**src/rtl/cpu_pipe_pkg.sv**
```systemverilog
// Shared definitions for the CPU pipeline: stage-register state encodings
// and the default payload widths used by the CPU top.
package cpu_pipe_pkg;

  typedef enum logic [1:0] {
    ST_EMPTY = 2'b00,
    ST_ONE   = 2'b01,
    ST_FULL  = 2'b10
  } skid_state_e;

  localparam int unsigned PC_W    = 64;
  localparam int unsigned INSTR_W = 32;

endpackage

```
**src/rtl/pipe_skid_reg.sv**
```systemverilog
// Elastic pipeline-stage register: valid/ready handshake with a 2-entry skid
// buffer (in_ready fully registered), synchronous flush and a stall counter.
module pipe_skid_reg
  import cpu_pipe_pkg::*;
#(
  parameter int unsigned        DATA_W    = PC_W,
  parameter logic [DATA_W-1:0] RESET_VAL = '0,
  parameter int unsigned        CNT_W     = 16
) (
  input  logic              clk,
  input  logic              arst,
  input  logic              en,
  input  logic              flush,
  input  logic              in_valid,
  output logic              in_ready,
  input  logic [DATA_W-1:0] in_data,
  output logic              out_valid,
  input  logic              out_ready,
  output logic [DATA_W-1:0] out_data,
  output logic [1:0]        occupancy,
  output logic [CNT_W-1:0]  stall_cnt
);

  skid_state_e       state_q, state_d;
  logic [DATA_W-1:0] main_q, main_d;
  logic [DATA_W-1:0] skid_q, skid_d;
  logic [CNT_W-1:0]  stall_q, stall_d;
  logic              push, pop;

  // Handshake outputs decode only the state flop, never out_ready or in_valid.
  assign out_valid = (state_q != ST_EMPTY);
  assign in_ready  = (state_q != ST_FULL);
  assign out_data  = main_q;
  assign occupancy = state_q;
  assign stall_cnt = stall_q;

  assign push = in_valid & in_ready & en & ~flush;
  assign pop  = out_valid & out_ready & en;

  always_comb begin
    state_d = state_q;
    main_d  = main_q;
    skid_d  = skid_q;
    stall_d = stall_q;

    if (en) begin
      if (flush) begin
        state_d = ST_EMPTY;
        main_d  = RESET_VAL;
        skid_d  = RESET_VAL;
      end else begin
        unique case (state_q)
          ST_EMPTY: begin
            if (push) begin
              state_d = ST_ONE;
              main_d  = in_data;
            end
          end
          ST_ONE: begin
            if (push && pop) begin
              main_d = in_data;
            end else if (push) begin
              state_d = ST_FULL;
              skid_d  = in_data;
            end else if (pop) begin
              state_d = ST_EMPTY;
            end
          end
          ST_FULL: begin
            if (pop) begin
              state_d = ST_ONE;
              main_d  = skid_q;
            end
          end
          default: state_d = ST_EMPTY;
        endcase
      end

      if (out_valid && !out_ready && (stall_q != '1)) begin
        stall_d = stall_q + 1'b1;
      end
    end
  end

  always_ff @(posedge clk or posedge arst) begin
    if (arst) begin
      state_q <= ST_EMPTY;
      main_q  <= RESET_VAL;
      skid_q  <= RESET_VAL;
      stall_q <= '0;
    end else begin
      state_q <= state_d;
      main_q  <= main_d;
      skid_q  <= skid_d;
      stall_q <= stall_d;
    end
  end

endmodule
```
**config.mk**
```make
export PLATFORM = sky130hd
export DESIGN_NAME = pipe_skid_reg
export DESIGN_NICKNAME = d
export VERILOG_FILES = /design/src/rtl/cpu_pipe_pkg.sv /design/src/rtl/pipe_skid_reg.sv
export SDC_FILE = /design/constraint.sdc
export NUM_CORES = 1
export LEC_CHECK = 0
export ABC_CLOCK_PERIOD_IN_PS = 4170
export CAP_MARGIN = 10
export CORE_ASPECT_RATIO = 1.2
export CORE_MARGIN = 8
export CORE_UTILIZATION = 48
export CTS_BUF_LIST = sky130_fd_sc_hd__clkbuf_4
export DETAILED_ROUTE_END_ITERATION = 7
export PLACE_DENSITY = 0.79
export RECOVER_POWER = 100
export SETUP_SLACK_MARGIN = 0.2
export SYNTH_ARGS = -nofsm -noshare
export SYNTH_HDL_FRONTEND = slang
export SYNTH_SLANG_ARGS = --single-unit
export TNS_END_PERCENT = 20
```
**constraint.sdc**
```tcl
create_clock -name clk -period 4.17 [get_ports clk]
set_input_delay 0.6255 -clock clk [delete_from_list [all_inputs] [get_ports clk]]
set_output_delay 0.6255 -clock clk [all_outputs]
set_load 0.05 [all_outputs]
```
; After elaboration in Yosys (flattened, before gate mapping)
; Index checks and enable logic that the tools add are counted.
; Widths: inputs -> output; s select.
[word_totals]
ramBits = 0
register_bits = 146
rom_bits = 0
mem_count = 0
latchBits = 0
[op_classes]
mux = 15
div_mod_pow = 0
n_eq_ne = 10
n_lt_le_gt_ge = 0
reduce_logical = 13
add_sub_neg = 1
shift = 0
bitwise = 6
multipliers = 0
[ops]
columns = operator, n
row1 = $mux 64, 7
row2 = $pmux 64 s3, 1
row3 = $add 16x1->16 const B, 1
row4 = $ne 16x16->1 const B, 1
row5 = $mux 2, 6
row6 = $ne 3x3->1 const B, 4
row7 = $reduce_and 5->1, 2
row8 = $pmux 2 s3, 1
row9 = $reduce_bool 2->1, 3
row10 = $and 1x1->1, 5
row11 = $ne 2x2->1 const B, 2
row12 = $ne 4x4->1 const B, 1
row13 = $reduce_and 4->1, 1
row14 = $reduce_bool 4->1, 1
row15 = $logic_and 1x1->1, 3
row16 = $eq 2x1->1 const B, 1
row17 = $eq 2x2->1 const B, 1
row18 = $logic_not 2->1, 1
row19 = $reduce_and 2->1, 1
row20 = $logic_not 1->1, 1
row21 = $not 1->1, 1

; Depth between registers and ports, before layout
[depth]
word_depth = 8
ltp_mapped = 7
depth_no_buf = 5

; Least setup slack after synthesis
; No wires, ideal clock.
[synth_path]
path_kind = register to register
startpoint = reg state_q[0] (netlist: occupancy[0])
endpoint = reg stall_q[10] (netlist: stall_cnt[10])
required_ns = 4.045
setup_ns = 0.125
path_stages_with_launch = 6
arrival_time_ns = 2.273
slack_ns = 1.773
path_buffers = 1
cell_sequence = dfrtp_1 -> or2_2 -> clkbuf_1 -> nand3_1 -> nor4_1 -> mux2_2
[synth_via]
elab_chain_len = 4
[synth_lines]
columns = item, line_no
row1 = from (decl), pipe_skid_reg.sv:24  ; skid_state_e state_q, state_d;
row2 = from (signal assigned), pipe_skid_reg.sv:92  ; state_q <= state_d;
row3 = $reduce_bool 2->1, pipe_skid_reg.sv:31  ; assign out_valid = (state_q != ST_EMPTY);
row4 = named net out_valid, pipe_skid_reg.sv:17  ; output logic out_valid,
row5 = $logic_and 1x1->1 (2 in a row), pipe_skid_reg.sv:79  ; if (out_valid && !out_ready && (stall_q != '1)) begin
row6 = $reduce_and 2->1 (no source line), n/a
row7 = to (signal assigned), pipe_skid_reg.sv:95  ; stall_q <= stall_d;
row8 = to (decl), pipe_skid_reg.sv:27  ; logic [CNT_W-1:0] stall_q, stall_d;
; The timed path passes the listed nets, and every way through them passes these cells.
; A chain may end at the register's enable or synchronous reset.

; Worst setup path after layout
[layout_path]
startpoint = reg state_q[0] (netlist: occupancy[0])
endpoint = out out_valid
[layout_via]
elab_chain_len = 1
[layout_lines]
columns = item, line_no
row1 = $reduce_bool 2->1, pipe_skid_reg.sv:31
row2 = to (decl), pipe_skid_reg.sv:17
; Every way passes these cells.

==> reports/results.ini <==
[timing]
fmax_mhz=357.6
maxSlewHeadroom=-0.2407
setup_viol_count_final=0
setup_ws_ns=1.374
drv_slew=40
finalHoldViolCount=0
fin_worst_skew_ns=0.01905
fin_crit_ns=2.796
fin_crit_sh=0.6705
worstMarginPinSlew_ns=1.851
rsz0062_at_grt=false
setup_tns_ns=0

[route]
first_pass_iters=4
wl_um=16960
routed.top_layer=met4
wl_per_cell_um=15.85
avgViaCountPerCell=5.095
detail_route.iter0.violations=399
dr_wl_met2_um=8324
drc_errors=0
vias=5452
wl_met3_um=643
ant_nets=0
m1WireLength_um=7722

[worst_setup_path]
start_kind=flop
r2r-start=occupancy[1]
r2r_slack_ns=1.67
r2r.worst_path.cells=6
required_ns=3.54
worst-setup-path-type=flop to output port
endpoint_kind=output port
path_max_fanout=7
arrival_ns=2.17
cp-startpoint=occupancy[0]
r2r_end=out_data[62]

[die]
die_w_um=128.1
io_pins=154
initial_utilization=0.4874
rows=49
core_mm2=0.01484
die_h_um=150.5
die_area_mm2=0.01927

[layout]
fin_cells=1070
final_cell_area_mm2=0.008853
syn2layout_area_growth_pct=22.42
final_util=0.5967
fin_nets=923
final_layout_size_suffix_gt1_frac=0.06358
final_common_cell=nand2_1
final_cell_mix=nand2_1 (201), dfrtp_1 (146), dlygate4sd3_1 (87)

[power_and_ir_drop]
max-vdd-ir-drop_uv=234.5
pwr_density_cell_mw_per_mm2=430.8
p_leak_nw=4.123

[synthesis]
synth_edf_count=0
ys_ff_latch=146
yosys.area.top_type=dfrtp_1
yosysTopAreaCellShare=0.5052
yosys_warnings=0
avgSynthCellArea_um2=9.975
syn_nets=796
synthFlopType=dfrtp_1
synth.area.top_cells=dfrtp_1 (51%), mux2_4 (12%), nand2_1 (10%)
synth.distinct_cells=41
syn_inst=725
syn_area_mm2=0.007232
synth-async-reset-ratio=1.000
yosysSeqAreaShare=0.5052

[clock_tree]
numCtsBuffers=17
cts_setup_buffers=0
cts.repair.resized=0
clockRootBuffer=clkbuf_4
postCtsHoldBufs=0
insertion_delay_ns=0.55
clk_pin_slew_ns=0.12
cts_buffer_depth=2
cts_max_level=4
tritoncts=built
clock-sinks=146

[outcome]
run_status=finished with violations
failed_checks=max-capacitance violations, max-slew violations

[worst_hold_path]
holdCritStartpoint=flush
min_path_type=input port to flop
min_to=occupancy[0]
worstHoldPathCells=2

[global_routing]
antenna_found_initial=1
grt_usage=0.1807
grt-ovfl-total=0
grt_max_degree=119
grt_pass1_wl_um=27740
first_global_vias=5344

[placed_design]
dp.cells=1037
preCtsSetupSlack_ns=1.183
gp_congestion=0.8108
dpl_cell_area_mm2=0.008786
hpwl_um=10740
portBuffers=153

[run]
max_cap_violations=1

-- worst max path at each step --
stage | end | cells after the start
floorplan | occupancy[0] | 1
global placement | out_data[45] | 5
detailed placement | out_data[45] | 5
CTS | out_valid | 2
global route | in_ready | 3
finish | out_valid | 2
-- through the flow --
stage                     hold slack [ns]  total power, mW
after floorplan                    0.4495            2.585
after global placement             0.4604            2.977
after detailed placement           0.4698            2.999
after CTS                          0.3212            4.006
after global routing               0.3356            4.000
final                              0.3764            3.814
-- cells in the mapped netlist, types with 4 or more instances --
library cell    n
xnor2_1         4
clkbuf_1       29
mux2_4         60
and4_1          4
xor2_1          7
nand2b_1       65
nand3_1         5
inv_1           6
mux2_2          7
buf_2          11
buf_12          6
dfrtp_1       146
a21oi_1        68
o21ai_0        65
nand2_1       201
-- layout make-up --
cell class              instances  area (um2)
fillers                      1332        5983
flip-flops and latches        146        3654
multi-input cells             521        3013
repair buffers                160        1587
well taps                     204       255.2
clock inverters                15       191.4
clock buffers                  17       127.6
inverters                       6       23.77
diodes                          1       2.502
-- kinds of logic (layout without fill, tap and decap cells) --
kind of cell | after synthesis | count (layout) | synth area share
simple gates | 297 | 297 | 0.1912
flops | 146 | 146 | 0.5052
compound gates | 143 | 143 | 0.1031
mux | 69 | 69 | 0.1384
buf+inv | 58 | 198 | 0.04706
xor+xnor | 11 | 11 | 0.01332
fa+ha+maj | 1 | 1 | 0.001730
other cells | 0 | 1 | 0
-- flip-flops by register name (all words and copies together), names as in the netlist --
signal     cells
stall_cnt     16
skid_q        64
occupancy      2
out_data      64
-- where the power goes --
part           leakage (nW)  internal, mW  switching (mW)  total, mW
clock                 0.171         0.471           0.523      0.994
combinational          2.05         0.371           0.726       1.10
sequential             1.90          1.60           0.122       1.72
total                  4.12          2.44            1.37       3.81
-- worst max-delay path, cell delays in order (launching register included) --
cell           delay (ns)
dfrtp_1              0.47
or2_2                0.38
dlygate4sd3_1        0.78
-- routing by layer --
layer	GRT usage	vias to the layer above
met2	0.2962	112
met5	0	-
met4	0.06790	0
met3	0.04217	17
li1	-	2677
met1	0.2281	2646
No activity file was read; power rests on OpenSTA's default activity.
